`config.mk`:
```
export PLATFORM = sky130hd
export DESIGN_NAME = fetch_sequencer
export DESIGN_NICKNAME = d
export VERILOG_FILES = /design/src/rtl/defs_pkg.sv /design/src/rtl/pc_next_calc.sv /design/src/rtl/fetch_sequencer.sv
export SDC_FILE = /design/constraint.sdc
export NUM_CORES = 1
export LEC_CHECK = 0
export BUFFER_PORTS_ARGS = -buffer_cell sky130_fd_sc_hd__buf_2
export CORE_ASPECT_RATIO = 1.2
export CORE_MARGIN = 3
export CORE_UTILIZATION = 44
export CTS_BUF_LIST = sky130_fd_sc_hd__clkbuf_2
export CTS_CLUSTER_DIAMETER = 40
export DETAILED_ROUTE_END_ITERATION = 8
export GPL_ROUTABILITY_DRIVEN = 0
export GPL_TIMING_DRIVEN = 1
export PLACE_DENSITY = 0.84
export SLEW_MARGIN = 10
export SYNTH_ARGS = -nofsm -noshare
export SYNTH_HDL_FRONTEND = slang
export SYNTH_SLANG_ARGS = --single-unit
```
`constraint.sdc`:
```
create_clock -name Clk -period 3.6 [get_ports Clk]
set_clock_uncertainty 0.15 [all_clocks]
set_input_delay 0.9 -clock Clk [delete_from_list [all_inputs] [get_ports Clk]]
set_output_delay 0.9 -clock Clk [all_outputs]
set_load 0.01 [all_outputs]
```
`src/rtl/defs_pkg.sv`:
```
// Shared definitions for the 9-bit machine-code path: instruction width,
// reserved words and the fetch FSM state type.
package defs_pkg;

  localparam int kINSTR_W = 9;

  localparam logic [kINSTR_W-1:0] kNOP  = '0;
  localparam logic [kINSTR_W-1:0] kHALT = 9'h1FF;

  typedef enum logic [1:0] {
    IDLE,
    PRIME,
    RUN,
    HALT
  } fetch_state_t;

endpackage

```
`src/rtl/pc_next_calc.sv`:
```
// Next-PC selection for the fetch sequencer: priority mux (halt, stall, jump,
// increment) with modulo-2**PC_W arithmetic, plus the ROM read address.
module pc_next_calc
  import defs_pkg::*;
#(
  parameter int PC_W  = 10,
  parameter int OFF_W = 8
) (
  input  fetch_state_t      state,
  input  logic              start,
  input  logic              ack,
  input  logic              stall,
  input  logic              jump,
  input  logic [OFF_W-1:0]  jump_off,
  input  logic [PC_W-1:0]   pc,
  output logic [PC_W-1:0]   next_pc,
  output logic [PC_W-1:0]   rom_addr
);

  logic [PC_W-1:0] off_ext;

  // The signed cast makes the size cast sign-extend; overflow wraps naturally.
  assign off_ext = PC_W'($signed(jump_off));

  // NOTE: every output gets a default before the case so no path can infer a latch.
  always_comb begin
    next_pc  = pc;
    rom_addr = '0;
    unique case (state)
      IDLE, HALT: begin
        if (start) next_pc = '0;
      end
      PRIME: next_pc = '0;
      RUN: begin
        if (ack)        next_pc = pc;
        else if (stall) next_pc = pc;
        else if (jump)  next_pc = pc + off_ext;
        else            next_pc = pc + PC_W'(1);
        rom_addr = next_pc;
      end
      default: next_pc = pc;
    endcase
  end

endmodule

```
`src/rtl/fetch_sequencer.sv`:
```
// Instruction fetch sequencer: owns the PC, drives the sync ROM and runs the
// Start/Done handshake. Optional perf counters are built with FETCH_PERF_EN.
module fetch_sequencer
  import defs_pkg::*;
#(
  parameter int PC_W    = 10,
  parameter int INSTR_W = kINSTR_W,
  parameter int OFF_W   = 8,
  parameter int CNT_W   = 32
) (
  input  logic               Clk,
  input  logic               Reset,
  input  logic               Start,
  input  logic               Stall,
  input  logic               Jump,
  input  logic [OFF_W-1:0]   JumpOff,
  input  logic               AckIn,
  input  logic [INSTR_W-1:0] RomData,
  output logic [PC_W-1:0]    RomAddr,
  output logic [INSTR_W-1:0] Instruction,
  output logic               InstrValid,
  output logic [PC_W-1:0]    ProgCtr,
  output logic               Done,
  output logic [CNT_W-1:0]   CycleCount,
  output logic [CNT_W-1:0]   InstrCount
);

  fetch_state_t    state_q, state_d;
  logic [PC_W-1:0] pc_q, pc_d;

  pc_next_calc #(
    .PC_W  (PC_W),
    .OFF_W (OFF_W)
  ) u_pc_next_calc (
    .state    (state_q),
    .start    (Start),
    .ack      (AckIn),
    .stall    (Stall),
    .jump     (Jump),
    .jump_off (JumpOff),
    .pc       (pc_q),
    .next_pc  (pc_d),
    .rom_addr (RomAddr)
  );

  always_comb begin
    state_d = state_q;
    unique case (state_q)
      IDLE:    if (Start) state_d = PRIME;
      PRIME:   state_d = RUN;
      RUN:     if (AckIn) state_d = HALT;
      HALT:    if (Start) state_d = PRIME;
      default: state_d = IDLE;
    endcase
  end

  // NOTE: state uses non-blocking assignments so every flop samples pre-edge values.
  always_ff @(posedge Clk or posedge Reset) begin
    if (Reset) begin
      state_q <= IDLE;
      pc_q    <= '0;
    end else begin
      state_q <= state_d;
      pc_q    <= pc_d;
    end
  end

  // Outputs decode straight from state so an asynchronous reset clears them at once.
  assign InstrValid  = (state_q == RUN);
  assign Instruction = InstrValid ? RomData : kNOP;
  assign Done        = (state_q == HALT);
  assign ProgCtr     = pc_q;

`ifdef FETCH_PERF_EN
  logic [CNT_W-1:0] cycle_q, cycle_d;
  logic [CNT_W-1:0] instr_q, instr_d;

  always_comb begin
    cycle_d = cycle_q;
    instr_d = instr_q;
    if (state_q == PRIME) begin
      cycle_d = '0;
      instr_d = '0;
    end else if (state_q == RUN) begin
      if (cycle_q != '1) cycle_d = cycle_q + CNT_W'(1);
      if ((!Stall || AckIn) && instr_q != '1) instr_d = instr_q + CNT_W'(1);
    end
  end

  always_ff @(posedge Clk or posedge Reset) begin
    if (Reset) begin
      cycle_q <= '0;
      instr_q <= '0;
    end else begin
      cycle_q <= cycle_d;
      instr_q <= instr_d;
    end
  end

  assign CycleCount = cycle_q;
  assign InstrCount = instr_q;
`else
  assign CycleCount = '0;
  assign InstrCount = '0;
`endif

endmodule
```
# After elaboration in Yosys (flattened, before gate mapping)
# Index checks and enable logic that the tools add are counted.
[totals] reg_bits=12 latch_bits=0 ram_bits=0 romBits=0 output_inout_bits=95 n_memories=0
[classes] add_sub_neg=2 mul=0 div_mod_pow=0 n_lt_le_gt_ge=0 n_eq_ne=5 shift=0 muxes=10 bitwise=0 n_reduce_logical=3
[op_table] cell="10-bit 2-to-1 mux" count=5
[op_table] cell="10-bit one-hot mux with 3 select lines" count=1
[op_table] cell="10-bit by 1-bit adder with 10-bit output, second input constant" count=1
[op_table] cell="10-bit adder" count=1
[op_table] cell="9-bit 2-to-1 mux" count=1
[op_table] cell="2-bit one-hot mux with 3 select lines" count=1
[op_table] cell="2-bit == test, second input constant" count=2
[op_table] cell="2-bit 2-to-1 mux" count=2
[op_table] cell="2-bit by 1-bit == test with 1-bit output, second input constant" count=1
[op_table] cell="2-bit zero test" count=1
[op_table] cell="2-bit by 1-bit != test with 1-bit output, second input constant" count=1
[op_table] cell="2-bit != test, second input constant" count=1
[op_table] cell="2-bit AND reduction" count=1
[op_table] cell="2-bit OR reduction" count=1

# Longest topological paths before layout
[depth] word_depth=5 ltp_mapped=10

# Cells and area by module
# From an unflattened synthesis, not the netlist that was laid out.
[unflattened] cells_unflattened=212 area_unflattened_um2=1749.2
[modules_own_cells] module="fetch_sequencer" instances=1 cells_each=98 area_per_inst_um2=942.2
[modules_own_cells] module="pc_next_calc" instances=1 cells_each=114 area_per_inst_um2=807.0

# Least setup slack after synthesis
# Ideal clock, no wire load.
[synth_path] path_kind="input port to output port" startpoint="input port JumpOff[0]" endpoint="output port RomAddr[8]" arrival_time_ns=2.598 required_ns=2.550 slack_ns=-0.048 stages=10 path_buffers=0 cell_sequence="nand2b_1 -> ha_1 -> inv_1 -> fa_1 -> nor2b_4 -> o21a_4 -> o21ai_4 -> a2111oi_4 -> or3b_1 -> a31oi_1"
[synth_between] elab_chain_len=5
[synth_rtl] element="from (decl)" line_no="fetch_sequencer.sv:16" rtl="input logic [OFF_W-1:0] JumpOff,"
[synth_rtl] element="10-bit adder" line_no="pc_next_calc.sv:37" rtl="else if (jump) next_pc = pc + off_ext;"
[synth_rtl] element="10-bit 2-to-1 mux" line_no="pc_next_calc.sv:37"
[synth_rtl] element="10-bit 2-to-1 mux" line_no="pc_next_calc.sv:36" rtl="else if (stall) next_pc = pc;"
[synth_rtl] element="10-bit 2-to-1 mux" line_no="pc_next_calc.sv:35" rtl="if (ack) next_pc = pc;"
[synth_rtl] element="10-bit 2-to-1 mux" line_no="pc_next_calc.sv:29" rtl="unique case (state)"
[synth_rtl] element="to (decl)" line_no="fetch_sequencer.sv:19" rtl="output logic [PC_W-1:0] RomAddr,"
# No other way between the ends.

# Final worst setup path
# Ends and elaborated chain as after synthesis.

==> flow_metrics.env <==
export IMPL_cp_num_cells=12
export IMPL_synth_fa_ha_area_share_pct=9.70
export IMPL_cp_slowest_stage_delay_ps=380
export IMPL_holdPathEnd="ProgCtr[9]"
export IMPL_p_switching_uw=311
export IMPL_postRouteAntennaNets=0
export IMPL_crit_type="primary input to output port"
export IMPL_power_frac_seq_pct=26.9
export IMPL_rr_endpoint="ProgCtr[8]"
export IMPL_synth_seq_cells=12
export IMPL_crit_buf_inv=3
export IMPL_p_leak_uw=0.00123
export IMPL_syn_area_per_cell_um2=7.87
export IMPL_ctsLongestPathBuffers=2
export IMPL_antenna_found_initial=0
export IMPL_power_total_uw=657
export IMPL_fp_row_count=24
export IMPL_clkPwrFrac_pct=11.4
export IMPL_violations="setup timing"
export IMPL_grt_pass1_vias=1516
export IMPL_synth_mux_area_share_pct=2.50
export IMPL_instances_no_fill=355
export IMPL_synth_cell_types=40
export IMPL_routed_wl_um=4680
export IMPL_hold_start="ProgCtr[9]"
export IMPL_fillers=296
export IMPL_synth_compound_area_share_pct=16.8
export IMPL_synth_edf_count=0
export IMPL_fin_crit_ps=3820
export IMPL_clock_sinks=12
export IMPL_power_density_mw_per_mm2=286
export IMPL_max_slew_margin_rel_pct=53.1
export IMPL_die_h_um=75.2
export IMPL_yosys_area_share_simple_pct=21.0
export IMPL_rr_worst_depth=9
export IMPL_cp_slowest_cell="or3b_1"
export IMPL_dpl_hpwl_um=3340
export IMPL_portBuffers=53
export IMPL_vias=1696
export IMPL_fmax_mhz=262
export IMPL_crit_arrival_ps=2770
export IMPL_io_pins=118
export IMPL_avgViaCountPerCell=4.78
export IMPL_p_int_uw=346
export IMPL_numCtsBuffers=3
export IMPL_async_flop_share_pct=100
export IMPL_synth_main_ff_cell="dfrtp_1"
export IMPL_synth_xor_area_share_pct=2.00
export IMPL_drt_first_iter_violations=55
export IMPL_tightest_slew_ps=703
export IMPL_drc_errors=0
export IMPL_clock_latency_ps=280
export IMPL_seq_area_um2=300
export IMPL_cp_cell_sequence="buf_6, nand2b_4, ha_4, inv_2, fa_2, nor2b_4, o21a_4, o21ai_4, a2111oi_4, or3b_1, a31oi_2, buf_2"
export IMPL_clock_root_buffer="clkbuf_2"
export IMPL_rsz0062_at_grt="yes"
export IMPL_clk_pin_slew_ps=130
export IMPL_slew_violations=0
export IMPL_grt_util_met2_pct=35.2
export IMPL_critPathMaxFanout=4
export IMPL_irDropWorstVdd_mv=0.264
export IMPL_min_path_type="register to register"
export IMPL_start_util_pct=47.1
export IMPL_cts_tree="built"
export IMPL_dp_cells=347
export IMPL_synth_top_family_by_area="buffers and inverters"
export IMPL_syn_area_mm2=0.00175
export IMPL_dr_pass1_iters=4
export IMPL_fp_dieArea_mm2=0.00478
export IMPL_setup_worst_path_end_class="output port"
export IMPL_holdPathStages=2
export IMPL_ys_warn_count=0
export IMPL_critPathLaunchType="primary input"
export IMPL_cts_max_level=1
export IMPL_critical_path_top_delay_family="compound AO/OA/AOI/OAI gates"
export IMPL_grt_pass1_wl_um=6910
export IMPL_grt_usage_pct=18.3
export IMPL_r2r_start="ProgCtr[0]"
export IMPL_wl_per_cell_um=13.2
export IMPL_drive_above_1_share_pct=40.6
export IMPL_final_common_cell="conb_1"
export IMPL_grt_use_met1_pct=19.0
export IMPL_fin_crit_sh_pct=106
export IMPL_switching_share_pct=47.3
export IMPL_multi_input_area_mm2=0.00136
export IMPL_finalNetCount=341
export IMPL_fp_dieW_um=63.6
export IMPL_outcome="finished with violations"
export IMPL_area_delta_synth_final_pct=30.7
export IMPL_drv_cap=0
export IMPL_syn_inst=223
export IMPL_setup_violations_final=5
export IMPL_crit_required_ps=2550
export IMPL_seq_area_frac_synth_pct=17.1
export IMPL_use_met3_pct=3.73
export IMPL_core_region_area_mm2=0.00372
export IMPL_worst_slack_ps=-219
export IMPL_grt_busiest_layer="met2"
export IMPL_pwr_share_comb_pct=61.7
export IMPL_final_hold_viol_count=0
export IMPL_r2r_slack_ps=1280
export IMPL_final_cell_mix="64 x conb_1, 51 x buf_2, 28 x buf_4, 14 x nor2_1, 14 x nand2_1"
export IMPL_grt_max_degree=24
export IMPL_n_antenna_cell=0
export IMPL_grt_ovfl_total=0
==> state kept, by name (all words and copies together) (netlist names) <==
| register | count |
|---|---|
| ProgCtr | 10 |
| state_q | 2 |
==> worst max path at each step <==
stage	startpoint	end	slack, ps
finish	JumpOff[0]	RomAddr[8]	-220
global route	Jump	RomAddr[8]	-320
CTS	JumpOff[0]	RomAddr[8]	-220
detailed placement	Jump	RomAddr[8]	-300
global placement	JumpOff[0]	RomAddr[8]	-230
floorplan	JumpOff[0]	RomAddr[8]	-10
==> per-stage QoR <==
stage	hold WS [ps]	setup TNS [ps]	util, %	area (um2)	worst slack (ps)
after floorplan	382	-14.4	-	2000	-14.4
after detailed placement	389	-1010	54.2	2020	-296
final	450	-470	61.6	2290	-219
after global placement	387	-648	54.2	2020	-226
after CTS	446	-350	59.5	2220	-216
after global routing	491	-934	61.6	2290	-321
==> power groups by stage <==
| stage | registers [uW] | logic [uW] | clock network, uW |
|---|---|---|---|
| 2_1_floorplan | 176 | 293 | 0 |
| 4_1_cts | 175 | 387 | 72.7 |
| 5_1_grt | 180 | 445 | 82.4 |
| 3_3_place_gp | 175 | 355 | 0 |
| 3_5_place_dp | 175 | 365 | 0 |
| 6_report | 177 | 405 | 74.8 |
==> cell usage after synthesis, drive strengths merged, types with 3 or more instances <==
| master | n | area share (%) |
|---|---|---|
| inv | 10 | 2.1 |
| nand2 | 17 | 3.6 |
| clkbuf | 4 | 0.86 |
| a22o | 4 | 2.0 |
| dfrtp | 12 | 17 |
| a21oi | 8 | 2.3 |
| a21boi | 3 | 1.3 |
| mux2 | 3 | 1.9 |
| a31oi | 3 | 1.1 |
| nor2 | 14 | 3.0 |
| nor2b | 5 | 2.2 |
| nand3 | 4 | 1.1 |
| a21o | 4 | 1.7 |
| ha | 12 | 8.6 |
| and2 | 15 | 5.3 |
| o21ai | 9 | 3.2 |
| xnor2 | 4 | 2.0 |
| buf | 65 | 28 |
| nor3 | 5 | 1.4 |
==> layer usage <==
metal	part of all wire, %	wire length, um
met4	2.4	112
met1	37	1720
met5	0	0
met2	51	2390
met3	9.6	448
==> worst register-to-register path: cells and delay by family, from the launching register on <==
| kind | cells | cell delay [ps] |
|---|---|---|
| AOI/OAI and AO/OA | 5 | 950 |
| buffers and inverters | 1 | 40 |
| DFF | 1 | 450 |
| adders and majority gates | 2 | 520 |
| and+or+nand+nor | 1 | 140 |
==> final cells by class <==
type	count	share of cell area, %
Clock buffer	3	0.655
Tap cell	52	2.84
Sequential cell	12	13.1
Inverter	10	1.64
Multi-Input combinational cell	195	59.1
Timing Repair Buffer	83	22.6
==> repair_timing <==
action                     CTS  global route
resized for setup           29            13
setup endpoints to repair    6             7
pin swaps                    9            13
hold buffers                 0             0
setup buffers                4             3
==> kinds of logic after synthesis <==
kind of cell    after synthesis
compound gates               39
xor+xnor                      4
fa+ha+maj                    13
buf+inv                      79
flops                        12
mux                           4
other cells                   1
simple gates                 71
(Power assumes the default switching activity.)
